## config.mk

```make
export PLATFORM = sky130hd
export DESIGN_NAME = prefetch_unit
export DESIGN_NICKNAME = d
export VERILOG_FILES = /design/src/rtl/rv_pkg.sv /design/src/rtl/fetch_fifo.sv /design/src/rtl/prefetch_unit.sv
export SDC_FILE = /design/constraint.sdc
export NUM_CORES = 1
export LEC_CHECK = 0
export ABC_AREA = 0
export ABC_CLOCK_PERIOD_IN_PS = 24900
export CORE_MARGIN = 4
export CORE_UTILIZATION = 40
export DETAILED_ROUTE_END_ITERATION = 10
export GPL_TIMING_DRIVEN = 0
export PLACE_DENSITY_LB_ADDON = 0.2
export SKIP_CTS_REPAIR_TIMING = 1
export SYNTH_ARGS = -nofsm -noshare
export SYNTH_HDL_FRONTEND = slang
export SYNTH_HIERARCHICAL = 1
export SYNTH_SLANG_ARGS = --single-unit
export TNS_END_PERCENT = 20
```

## constraint.sdc

```tcl
create_clock -name clk_i -period 24.9 [get_ports clk_i]
set_input_delay 4.98 -clock clk_i [delete_from_list [all_inputs] [get_ports clk_i]]
set_output_delay 4.98 -clock clk_i [all_outputs]
set_load 0.01 [all_outputs]
```

## src/rtl/rv_pkg.sv

```systemverilog
// Shared definitions for the Risc-V-FPGA front end: default width, the
// canonical NOP encoding and the redirect-priority encoding.
package rv_pkg;

  localparam int XLEN = 32;
  localparam logic [31:0] NOP_INSTR = 32'h0000_0013;

  typedef enum logic [1:0] {
    REDIR_NONE   = 2'd0,
    REDIR_DECODE = 2'd1,
    REDIR_EXEC   = 2'd2
  } redir_sel_e;

  // The older instruction (Execute/Memory) wins over a Decode prediction.
  function automatic redir_sel_e redir_select(input logic em_correct, input logic d_predict);
    redir_sel_e sel;
    sel = REDIR_NONE;
    if (em_correct) sel = REDIR_EXEC;
    else if (d_predict) sel = REDIR_DECODE;
    return sel;
  endfunction

endpackage

```

## src/rtl/fetch_fifo.sv

```systemverilog
// Synchronous FIFO with flush; used for the prefetch queue and the
// in-flight PC tracker. DEPTH must be a power of two.
module fetch_fifo #(
  parameter int WIDTH = 32,
  parameter int DEPTH = 4
) (
  input  logic                         clk_i,
  input  logic                         reset_i,
  input  logic                         push_i,
  input  logic                         pop_i,
  input  logic                         flush_i,
  input  logic [WIDTH-1:0]             data_i,
  output logic [WIDTH-1:0]             data_o,
  output logic [$clog2(DEPTH+1)-1:0]   count_o,
  output logic                         empty_o,
  output logic                         full_o
);

  localparam int AW = $clog2(DEPTH);
  localparam int CW = $clog2(DEPTH+1);

  logic [WIDTH-1:0] mem_q [DEPTH];
  logic [AW-1:0]    rd_ptr_q, rd_ptr_d, wr_ptr_q, wr_ptr_d;
  logic [CW-1:0]    count_q, count_d;
  logic             do_push, do_pop;

  assign empty_o = (count_q == '0);
  assign full_o  = (count_q == CW'(DEPTH));
  assign count_o = count_q;
  assign data_o  = mem_q[rd_ptr_q];

  always_comb begin
    do_pop   = pop_i && !empty_o;
    do_push  = push_i && (!full_o || do_pop);
    rd_ptr_d = rd_ptr_q;
    wr_ptr_d = wr_ptr_q;
    count_d  = count_q;
    if (flush_i) begin
      rd_ptr_d = '0;
      wr_ptr_d = '0;
      count_d  = '0;
    end else begin
      if (do_pop)  rd_ptr_d = rd_ptr_q + 1'b1;
      if (do_push) wr_ptr_d = wr_ptr_q + 1'b1;
      count_d = count_q + CW'(do_push) - CW'(do_pop);
    end
  end

  always_ff @(posedge clk_i) begin
    if (reset_i) begin
      rd_ptr_q <= '0;
      wr_ptr_q <= '0;
      count_q  <= '0;
    end else begin
      rd_ptr_q <= rd_ptr_d;
      wr_ptr_q <= wr_ptr_d;
      count_q  <= count_d;
    end
  end

  always_ff @(posedge clk_i) begin
    if (do_push && !flush_i) mem_q[wr_ptr_q] <= data_i;
  end

endmodule

```

## src/rtl/prefetch_unit.sv

```systemverilog
// Fetch stage with a prefetch queue between instruction memory and Decode.
// Define PREFETCH_PERF_EN to add the fetched/discarded response counters.
module prefetch_unit import rv_pkg::*; #(
  parameter int              XLEN            = rv_pkg::XLEN,
  parameter int              QDEPTH          = 4,
  parameter int              MAX_OUTSTANDING = 4,
  parameter logic [XLEN-1:0] RESET_PC        = '0
) (
  input  logic            clk_i,
  input  logic            reset_i,
  input  logic            F_stall_i,
  input  logic            D_flush_i,
  input  logic            D_predictPC_i,
  input  logic [XLEN-1:0] D_PCprediction_i,
  input  logic            EM_correctPC_i,
  input  logic [XLEN-1:0] EM_PCcorrection_i,
  output logic            IMemReq_o,
  output logic [XLEN-1:0] IMemAddr_o,
  input  logic            IMemRdy_i,
  input  logic            IMemValid_i,
  input  logic [XLEN-1:0] IMemData_i,
  output logic [XLEN-1:0] FD_PC_o,
  output logic [XLEN-1:0] FD_instr_o,
  output logic            FD_nop_o
`ifdef PREFETCH_PERF_EN
  ,
  output logic [31:0]     perf_fetched_o,
  output logic [31:0]     perf_discarded_o
`endif
);

  localparam int CW = $clog2(QDEPTH+1);
  localparam int SW = CW + 1;

  redir_sel_e        redir_sel;
  logic              redirect;
  logic [XLEN-1:0]   redir_target;
  logic [XLEN-1:0]   fetch_pc_q, fetch_pc_d;
  logic [CW-1:0]     outstanding_q, outstanding_d, discard_q, discard_d;
  logic [SW-1:0]     pending;
  logic              accept, resp_valid, resp_push, q_pop;
  logic [CW-1:0]     q_count, pc_count;
  logic              q_empty, q_full, pc_empty, pc_full;
  logic [2*XLEN-1:0] q_rdata;
  logic [XLEN-1:0]   resp_pc;
  logic              fd_nop_q, fd_nop_d;
  logic [XLEN-1:0]   fd_pc_q, fd_pc_d, fd_instr_q, fd_instr_d;
  logic              unused_flags;

  assign unused_flags = ^{q_full, pc_full, pc_count, pc_empty};

  always_comb begin
    redir_sel = redir_select(EM_correctPC_i, D_predictPC_i);
    redirect  = (redir_sel != REDIR_NONE);
    case (redir_sel)
      REDIR_EXEC:   redir_target = EM_PCcorrection_i;
      REDIR_DECODE: redir_target = D_PCprediction_i;
      default:      redir_target = fetch_pc_q;
    endcase
    IMemAddr_o = redirect ? redir_target : fetch_pc_q;
    // Queue slots are reserved for every in-flight request, so pushes never overflow.
    pending    = SW'(outstanding_q) + SW'(discard_q);
    IMemReq_o  = !reset_i && ((SW'(q_count) + pending) < SW'(QDEPTH))
                 && (pending < SW'(MAX_OUTSTANDING));
    accept     = IMemReq_o && IMemRdy_i;
    resp_valid = IMemValid_i && !reset_i;
    resp_push  = resp_valid && !redirect && (discard_q == '0);
    q_pop      = !reset_i && !F_stall_i && !D_flush_i && !redirect && !q_empty;

    fetch_pc_d = fetch_pc_q;
    if (accept) fetch_pc_d = IMemAddr_o + XLEN'(4);
    else if (redirect) fetch_pc_d = redir_target;

    outstanding_d = outstanding_q;
    discard_d     = discard_q;
    if (redirect) begin
      // The response arriving now belongs to the old stream either way.
      discard_d     = discard_q + outstanding_q - CW'(resp_valid);
      outstanding_d = CW'(accept);
    end else begin
      if (resp_valid) begin
        if (discard_q != '0) discard_d = discard_q - 1'b1;
        else outstanding_d = outstanding_q - 1'b1;
      end
      if (accept) outstanding_d = outstanding_d + 1'b1;
    end

    fd_nop_d   = fd_nop_q;
    fd_pc_d    = fd_pc_q;
    fd_instr_d = fd_instr_q;
    if (D_flush_i || redirect) begin
      fd_nop_d = 1'b1;
    end else if (!F_stall_i) begin
      if (!q_empty) begin
        fd_nop_d   = 1'b0;
        fd_pc_d    = q_rdata[2*XLEN-1:XLEN];
        fd_instr_d = q_rdata[XLEN-1:0];
      end else begin
        fd_nop_d = 1'b1;
      end
    end
  end

  always_ff @(posedge clk_i) begin
    if (reset_i) begin
      fetch_pc_q    <= RESET_PC;
      outstanding_q <= '0;
      discard_q     <= '0;
      fd_nop_q      <= 1'b1;
      fd_pc_q       <= '0;
      fd_instr_q    <= XLEN'(NOP_INSTR);
    end else begin
      fetch_pc_q    <= fetch_pc_d;
      outstanding_q <= outstanding_d;
      discard_q     <= discard_d;
      fd_nop_q      <= fd_nop_d;
      fd_pc_q       <= fd_pc_d;
      fd_instr_q    <= fd_instr_d;
    end
  end

  assign FD_PC_o    = fd_pc_q;
  assign FD_instr_o = fd_instr_q;
  assign FD_nop_o   = fd_nop_q;

  fetch_fifo #(.WIDTH(2*XLEN), .DEPTH(QDEPTH)) u_queue (
    .clk_i   (clk_i),
    .reset_i (reset_i),
    .push_i  (resp_push),
    .pop_i   (q_pop),
    .flush_i (redirect),
    .data_i  ({resp_pc, IMemData_i}),
    .data_o  (q_rdata),
    .count_o (q_count),
    .empty_o (q_empty),
    .full_o  (q_full)
  );

  // Holds the address of every accepted request until its response returns.
  fetch_fifo #(.WIDTH(XLEN), .DEPTH(QDEPTH)) u_inflight_pc (
    .clk_i   (clk_i),
    .reset_i (reset_i),
    .push_i  (accept),
    .pop_i   (resp_valid),
    .flush_i (1'b0),
    .data_i  (IMemAddr_o),
    .data_o  (resp_pc),
    .count_o (pc_count),
    .empty_o (pc_empty),
    .full_o  (pc_full)
  );

`ifdef PREFETCH_PERF_EN
  logic [31:0] perf_fetched_q, perf_fetched_d, perf_discarded_q, perf_discarded_d;

  always_comb begin
    perf_fetched_d   = perf_fetched_q + 32'(resp_push);
    perf_discarded_d = perf_discarded_q + 32'(resp_valid && !resp_push);
  end

  always_ff @(posedge clk_i) begin
    if (reset_i) begin
      perf_fetched_q   <= '0;
      perf_discarded_q <= '0;
    end else begin
      perf_fetched_q   <= perf_fetched_d;
      perf_discarded_q <= perf_discarded_d;
    end
  end

  assign perf_fetched_o   = perf_fetched_q;
  assign perf_discarded_o = perf_discarded_q;
`endif

endmodule

```

Word-level counts from Yosys, hierarchy flattened
Memories as Yosys holds them, arrays and structs flattened. A register that Yosys moved wholly into a read port is not among the register bits.
Cells that the tools add are included.
Storage, ports and cells
  RAM bits: 384
  memories: 2
  output and inout port bits: 98
  input port bits: 104
  register bits: 53
  logic and storage cells: 95
Memories
  u_queue.mem_q: words 4, bits a word 64, read ports 1, clocked after memory_dff 1, wr ports 1, RTL line fetch_fifo.sv:22  | logic [WIDTH-1:0] mem_q [DEPTH];
  u_inflight_pc.mem_q: words 4, bits a word 32, read ports 1, clocked after memory_dff 1, wr ports 1, RTL line fetch_fifo.sv:22
Operators by class
  order comparisons: 2
  bitwise gates (word level): 3
  equal/unequal tests: 4
  mux-type cells: 20
  $add $sub $neg: 16
  reduce and logical (&&, ||, !) cells: 37
Operator list (number)
  $mux 32: 2
  $pmux 32 s2: 1
  $add 32x3->32 const B: 1
  $mux 3: 7
  $logic_and 1x1->1: 15
  $logic_not 3->1: 3
  $sub 3x1->3: 3
  $add 2x1->2 const B: 4
  $logic_not 1->1: 8
  $lt 4x3->1 const B: 2
  $mux 1: 7
  $add 3x1->3: 2
  $eq 3x3->1 const B: 2
  $mux 2: 3
  $reduce_bool 2->1: 3
  $sub 3x1->3 const B: 2
  $add 3x3->4: 1
  $add 3x4->4: 1
  $reduce_or 2->1: 2
  $add 3x1->3 const B: 1
  $add 3x3->3: 1
  $logic_or 1x1->1: 3
  $not 1->1: 3
  $reduce_and 3->1: 1
  4 further kinds: 4

Longest topological paths before layout
Gate-level depths: netlist of the first run.
  depth in word-level cells: 12
  depth in mapped cells: 16

Hierarchy
Netlist of the first run, hierarchy kept.
By module, submodules not included
  fetch_fifo at u_queue: cells each 383, area an instance 9720.6 µm², times used 1
  prefetch_unit: cells each 638, area an instance 5250.0 µm², times used 1
  fetch_fifo at u_inflight_pc: cells each 216, area an instance 5091.1 µm², times used 1

Worst setup path after synthesis of the first run
Ideal clock, no wire load.
  kind: input to register
  from: in D_predictPC_i
  to: mem u_queue/mem_q[1][0] in the netlist's numbering (enable)
  arrival time: 11331 ps
  path slack: 12991 ps
  cell stages on the path: 11
  library setup time: 578 ps
  cells stage by stage: buf_6 -> buf_12 -> buf_12 -> nor2_2 -> inv_2 -> or4_1 -> clkbuf_1 -> nor2_1 -> or4b_4 -> nand2_4 -> nor3b_1
Between the ends
  word-level cells in the longest chain between the ends: 12
Ends and longest elaborated chain
  start, declared: RTL line prefetch_unit.sv:13  | input logic D_predictPC_i,
  $mux 1: RTL line rv_pkg.sv:19  | else if (d_predict) sel = REDIR_DECODE;
  $mux 2: RTL line rv_pkg.sv:18  | if (em_correct) sel = REDIR_EXEC;
  $reduce_bool 2->1: RTL line prefetch_unit.sv:54  | redirect = (redir_sel != REDIR_NONE);
  net redirect: RTL line prefetch_unit.sv:36  | logic redirect;
  $logic_not 1->1: RTL line prefetch_unit.sv:68  | q_pop = !reset_i && !F_stall_i && !D_flush_i && !redirect && !q_empty;
  $logic_and 1x1->1 (2 in series): RTL line prefetch_unit.sv:68
  net q_pop: RTL line prefetch_unit.sv:41  | logic accept, resp_valid, resp_push, q_pop;
  $logic_and 1x1->1: RTL line fetch_fifo.sv:33  | do_pop = pop_i && !empty_o;
  $logic_or 1x1->1: RTL line fetch_fifo.sv:34  | do_push = push_i && (!full_o || do_pop);
  $logic_and 1x1->1: RTL line fetch_fifo.sv:34
  $logic_and 1x1->1: RTL line fetch_fifo.sv:62  | if (do_push && !flush_i) mem_q[wr_ptr_q] <= data_i;
  $mux 1: RTL line fetch_fifo.sv:62
  $mux 1 (implied by the code): RTL line fetch_fifo.sv:62
  end, declared: RTL line fetch_fifo.sv:22
The timed path passes the listed nets, and every way through them passes these cells.

Worst setup path in the final report of the first run
  from: in reset_i
  to: out IMemReq_o
Between the ends
  word-level cells in the longest chain between the ends: 3
Ends and longest elaborated chain
  start, declared: RTL line prefetch_unit.sv:10  | input logic reset_i,
  $logic_not 1->1: RTL line prefetch_unit.sv:63  | IMemReq_o = !reset_i && ((SW'(q_count) + pending) < SW'(QDEPTH))
  $logic_and 1x1->1: RTL line prefetch_unit.sv:63
  $logic_and 1x1->1: RTL line prefetch_unit.sv:64  | && (pending < SW'(MAX_OUTSTANDING));
  end, declared: RTL line prefetch_unit.sv:17  | output logic IMemReq_o,
No other way between the ends.

==> results.ini, run 1 <==
[outcome]
status = finished clean

[cts]
numCtsBuffers = 52
cts_tree = done
clk_pin_slew_worst_paths_ns = 0.06
clock-sinks = 505
root_buffer = clkbuf_16
cts_htree_levels = 2
clk_path_buf_depth = 3
clkLatencyLatePin_ns = 0.59

[timing]
fin_hold_ws_ns = 0.4528
tightest_slew_ns = 1.140
rsz0062_at_grt = false
timing.final.crit_share = 0.5001
max_slew_margin = 0.2318
fin_crit_ns = 12.45
finalHoldViolCount = 0
slew_violations = 0
fmax_ghz = 0.08031
finalSetupViolations = 0
fin_setup_tns_ns = 0
finClkSkew_ns = 0.01933

[global_routing]
gr-total-overflow = 0
globalRouteTotalUtil = 0.1701
antenna_found_initial = 0
grt_pass1_vias = 11749
grt_pass1_wl_um = 69830
grt_max_degree = 15

[setup_path]
worst_setup_path_end_kind = primary output
cp-start-kind = input pin
r2r_slack_ns = 20.15
required_ns = 19.92
crit_fanout = 11
arrival_ns = 7.47
path_class = input pin to primary output

[die]
ios = 202
die_h_um = 231.8
die_w_um = 231.8
initial_core_util = 0.4069
core-area_um2 = 49250
die_area_um2 = 53750
fp-row-count = 81

[placement]
gp_congestion = 0.7936
io_buffers = 199
place_inst = 2137
dp_hpwl_um = 32850

[power]
p_leak_nw = 8.254
power_w = 0.001826
power.density_nw_per_um2 = 72.61
worst_ir_drop_vdd_mv = 0.04707

[route]
dr.pass1.iters = 5
drtAntennaViolNets = 0
wl_per_cell_um = 20.34
vias = 11264
drt_iter0_markers = 579
routed_wl_um = 45470
vias_per_cell = 5.040
drc = 0

[finish]
antenna_cells = 0
instances_no_fill = 2235
drive_gt1_frac = 0.1897
fin_nets = 1658
area_growth_pct = 25.47

[logic_synthesis]
ys_warn_count = 6
synth_nets = 1365
netlist_area_um2 = 20040
synthCells = 1234
avgSynthCellArea_um2 = 16.24

[flow_run]
maxCapViolCount = 0

[min_path]
hp-class = flip-flop to flip-flop

[where the power goes]
part / total (W) / internal (W) / switching, W / leakage, nW
Combinational: 0.000111 / 0.0000496 / 0.0000619 / 2.95
Sequential: 0.000922 / 0.000918 / 0.00000411 / 4.45
Clock: 0.000792 / 0.000477 / 0.000315 / 0.861
Total: 0.00183 / 0.00144 / 0.000381 / 8.25
[final cells by class]
type | count | area [um^2]
inverters | 29 | 110.1
repair buffers | 239 | 2469
clock inverters | 23 | 281.5
plain buffers | 65 | 402.9
clock buffers | 75 | 1483
multi-input cells | 635 | 5615
well taps | 664 | 830.8
flip-flops and latches | 505 | 13950
fillers | 4190 | 24110
[state kept, by name, indices dropped and copies added, names as in the netlist, named ones only]
signal	flops
FD_PC_o	32
FD_instr_o	32
FD_nop_o	1
discard_q	3
fetch_pc_q	32
outstanding_q	3
u_inflight_pc/count_o	3
u_inflight_pc/mem_q	128
u_inflight_pc/rd_ptr_q	2
u_inflight_pc/wr_ptr_q	2
u_queue/count_o	3
u_queue/mem_q	256
u_queue/rd_ptr_q	2
u_queue/wr_ptr_q	2
[layer usage]
metal / GRT usage / wire, um / vias up
met4: 0.04203 / 935 / 0
met3: 0.03827 / 2330 / 71
li1: - / - / 5292
met1: 0.2248 / 19760 / 5641
met2: 0.2879 / 22450 / 260
met5: 0 / 0 / -
[cell usage in the layout, fill, tap and decap left out, drive strengths merged, types with 4 or more instances in the layout]
master,count
edfxtp,384
clkdlybuf4s50,199
nand2,180
dfxtp,121
clkbuf,104
mux4,96
a21oi,82
buf,76
mux2i,37
inv,30
nor2,27
o21ai,27
ha,23
xnor2,16
clkinv,15
nor3,13
o31ai,12
or4,11
mux2,11
nand3,10
nand4,9
and2,8
xor2,8
or3,8
nor3b,8
nor2b,6
a211oi,6
bufinv,6
nor4,5
and3,5
and4,5
fa,4
nand3b,4
[worst max-delay path: stages]
cell,delay [ns]
clkdlybuf4s50_1,0.66
clkbuf_1,0.36
a211oi_1,0.59
and3_1,0.30
clkdlybuf4s50_1,0.58
[per-stage QoR]
step | worst slack (ns) | utilization | cell area, um^2
floorplan | 12.99 | - | 20040
global placement | 7.838 | 0.4642 | 22860
detailed placement | 12.38 | 0.4747 | 23380
CTS | 12.36 | 0.5105 | 25150
global route | 12.23 | 0.5105 | 25150
finish | 12.45 | 0.5105 | 25150
[final timing paths]
path | startpoint | end | cells past startpoint
setup / recovery | reset_i | IMemReq_o | 5
hold / removal | FD_instr_o[24] | FD_instr_o[24] | 2
setup reg to reg | outstanding_q[0] | u_inflight_pc/mem_q[2][14] | 12
hold reg to reg | FD_instr_o[24] | FD_instr_o[24] | 2
(Power assumes the default switching activity.)
==> run 2: changes to the inputs <==
--- a/config.mk
+++ b/config.mk
@@ -6,7 +6,7 @@
 export NUM_CORES = 1
 export LEC_CHECK = 0
 export ABC_AREA = 0
-export ABC_CLOCK_PERIOD_IN_PS = 24900
+export ABC_CLOCK_PERIOD_IN_PS = 10500
 export CORE_MARGIN = 4
 export CORE_UTILIZATION = 40
 export DETAILED_ROUTE_END_ITERATION = 10
==> constraint.sdc (replaced) <==
create_clock -name clk_i -period 10.5 [get_ports clk_i]
set_input_delay 2.1 -clock clk_i [delete_from_list [all_inputs] [get_ports clk_i]]
set_output_delay 2.1 -clock clk_i [all_outputs]
set_load 0.01 [all_outputs]
==> results of run 2 <==
The final DEF is identical to that of run 1. Status: finished clean.
Among the figures that moved: setup slack after placement 12.38 ns -> 3.737 ns; setup slack after layout 12.45 ns -> 3.809 ns; register-to-register setup slack 20.15 ns -> 5.75 ns; total power 0.001826 W -> 0.004330 W; worst IR drop on VDD 0.04707 mV -> 0.1116 mV
==> run 3: changes to the inputs <==
--- a/config.mk
+++ b/config.mk
@@ -6,7 +6,7 @@
 export NUM_CORES = 1
 export LEC_CHECK = 0
 export ABC_AREA = 0
-export ABC_CLOCK_PERIOD_IN_PS = 10500
+export ABC_CLOCK_PERIOD_IN_PS = 5600
 export CORE_MARGIN = 4
 export CORE_UTILIZATION = 40
 export DETAILED_ROUTE_END_ITERATION = 10
==> constraint.sdc (replaced) <==
create_clock -name clk_i -period 5.6 [get_ports clk_i]
set_input_delay 1.12 -clock clk_i [delete_from_list [all_inputs] [get_ports clk_i]]
set_output_delay 1.12 -clock clk_i [all_outputs]
set_load 0.01 [all_outputs]
==> run 3 against run 2 <==
  * Sequential cell count unchanged
  * First-iteration DRC count up 2.8%
  * Non-clock buffer count down 8
  * Routed wire length up 0.94%
  * Final area down 0.48%
  * Worst setup slack worse by 3.1 ns
  * Worst hold slack about the same
  * Clock skew up 0.0090 ns
  * Sequential share of layout area up 0.27 points
  * Clock-buffer cell count down 5
  * Global-route usage up 0.20 points
==> results.ini, run 3 (synthesized netlist as in run 1, its figures left out) <==
[outcome]
status = finished clean

[die]
initial_core_util = 0.4069  ; unchanged
core-area_um2 = 49250  ; unchanged
ios = 202  ; unchanged
die_w_um = 231.8  ; unchanged
fp-row-count = 81  ; unchanged
die_area_um2 = 53750  ; unchanged
die_h_um = 231.8  ; unchanged

[finish]
fillCellCount = 4200  ; +0.24%
antenna_cells = 0  ; unchanged
instances_no_fill = 2223  ; -0.54%
seq_area_um2 = 13950  ; unchanged
final_area_um2 = 25030  ; -0.48%
largest_register = u_queue/mem_q
top_regs = u_queue/mem_q (256), u_inflight_pc/mem_q (128)
multi_input_area_um2 = 5640  ; +0.45%
area_growth_pct = 24.87
largest_reg_flops = 256  ; unchanged
final_cell_mix = edfxtp_1, clkdlybuf4s50_1, nand2_1, dfxtp_1, mux4_2
final_common_cell = edfxtp_1
drive_gt1_frac = 0.1835  ; -0.006237
fin_nets = 1649  ; -0.54%

[global_routing]
globalRouteTotalUtil = 0.1721  ; +0.002043
use_met3 = 0.03913  ; +0.0008587
grt_pass1_vias = 11834  ; +0.72%
grt_max_degree = 16  ; +1
grtUsageMet1 = 0.2303  ; +0.005589
gr-total-overflow = 0  ; unchanged
grt_pass1_wl_um = 70690  ; +1.2%
antenna_found_initial = 1  ; +1
grt_use_met2 = 0.2839  ; -0.003964
grt-busiest-layer = met2

[timing]
fin_hold_ws_ns = 0.4527  ; -0.00009200 ns
finClkSkew_ns = 0.02835  ; +0.009020 ns
tightest_slew_ns = 1.244  ; +0.1033 ns
max_slew_margin = 0.1710  ; -0.06082
fin_crit_ns = 4.856
rsz0062_at_grt = false
setup_slack_ns = 0.7437
finalHoldViolCount = 0  ; unchanged
finalSetupViolations = 0  ; unchanged
fmax_ghz = 0.2059
slew_violations = 0  ; unchanged
timing.final.crit_share = 0.8672

[route]
drtAntennaViolNets = 0  ; unchanged
vias_per_cell = 5.088  ; +0.96%
drt_iter0_markers = 595  ; +2.8%
routed_wl_um = 45900  ; +0.94%
dr.pass1.iters = 5  ; unchanged
vias = 11311  ; +0.42%
drc = 0  ; unchanged
wl_per_cell_um = 20.65  ; +1.5%

[power]
worst_ir_drop_vdd_mv = 0.2053
p_leak_nw = 8.207  ; -0.57%
power.density_nw_per_um2 = 314.0
power_w = 0.007858

[setup_path]
startpoint = reset_i
crit_fanout = 11  ; unchanged
arrival_ns = 5.29
path_class = input pin to flip-flop
cp-start-kind = input pin
worst_setup_path_end_kind = flip-flop
rr_startpoint = outstanding_q[0]
reg2reg_to = u_inflight_pc/mem_q[2][8]
rr_worst_depth = 12  ; unchanged
r2r_slack_ns = 1.21
required_ns = 6.04

[cts]
clk_path_buf_depth = 3  ; unchanged
cts_htree_levels = 2  ; unchanged
cts_tree = done
root_buffer = clkbuf_16
clock-sinks = 505  ; unchanged
clkLatencyLatePin_ns = 0.59  ; about the same
clk_pin_slew_worst_paths_ns = 0.06  ; about the same
numCtsBuffers = 51  ; -1.9%

[placement]
placed_cell_area_um2 = 23420  ; +0.18%
dp_hpwl_um = 32890  ; +0.13%
pre_cts_slack_ns = 0.07925
place_inst = 2129  ; -0.37%
gp_congestion = 0.7645  ; -3.7%
io_buffers = 199  ; unchanged

[min_path]
worstHoldStart = FD_PC_o[13]
worstHoldEndpoint = FD_PC_o[13]
worstHoldPathCells = 2  ; unchanged
hp-class = flip-flop to flip-flop

[flow_run]
maxCapViolCount = 0  ; unchanged

==> run 3: cell types whose count changed in the layout (fill, tap and decap cells not counted), sizes merged <==
cell	delta
buf	-8
clkinv	+3
bufinv	-3
clkbuf	-5
inv	+1
==> run 3: metrics by stage <==
stage	util	TNS [ns]
floorplan	-	-46.40
global placement	0.4646	-1121.94
detailed placement	0.4755	0
CTS	0.5081	0
global route	0.5081	0
finish	0.5081	0
==> run 3: routing by layer <==
metal / vias up / part of all wire / wire [um]
li1: 5277 / - / -
met1: 5697 / 0.44 / 20130
met2: 271 / 0.48 / 22100
met3: 66 / 0.054 / 2473
met4: 0 / 0.026 / 1194
met5: - / 0 / 0
==> run 3: critical path, stage by stage <==
cell,delay (ns)
clkdlybuf4s50_1,0.77
clkbuf_1,0.39
clkbuf_1,0.59
clkbuf_1,0.60
nor2_1,0.18
or4b_4,0.54
nand3_1,0.10
nand2_1,0.07
ha_1,0.19
fa_1,0.38
xnor2_1,0.18
xnor2_1,0.13
nor3_1,0.05
==> run 3: final cells by class <==
class,count,area share
flip-flops and latches,505,0.5576
plain buffers,65,0.01610
clock inverters,24,0.008600
clock buffers,70,0.05545
inverters,29,0.004400
well taps,664,0.03320
repair buffers,231,0.09929
multi-input cells,635,0.2254
==> run 3: power by group <==
group / internal (W) / switching [W] / leakage (nW) / total (W)
clock network: 0.00188 / 0.00138 / 0.787 / 0.00326
registers: 0.00408 / 0.0000181 / 4.45 / 0.00410
logic: 0.000220 / 0.000275 / 2.97 / 0.000496
total: 0.00618 / 0.00168 / 8.21 / 0.00786
==> run 3: how the worst max path moves through the flow <==
stage | end | slack (ns)
after floorplan | u_queue/mem_q[1][0] | -0.19
after global placement | u_queue/mem_q[0][42] | -3.24
after detailed placement | u_queue/count_o[2] | 0.08
after CTS | u_queue/count_o[2] | 0.71
after global routing | u_queue/count_o[2] | 0.46
final | u_queue/count_o[2] | 0.74
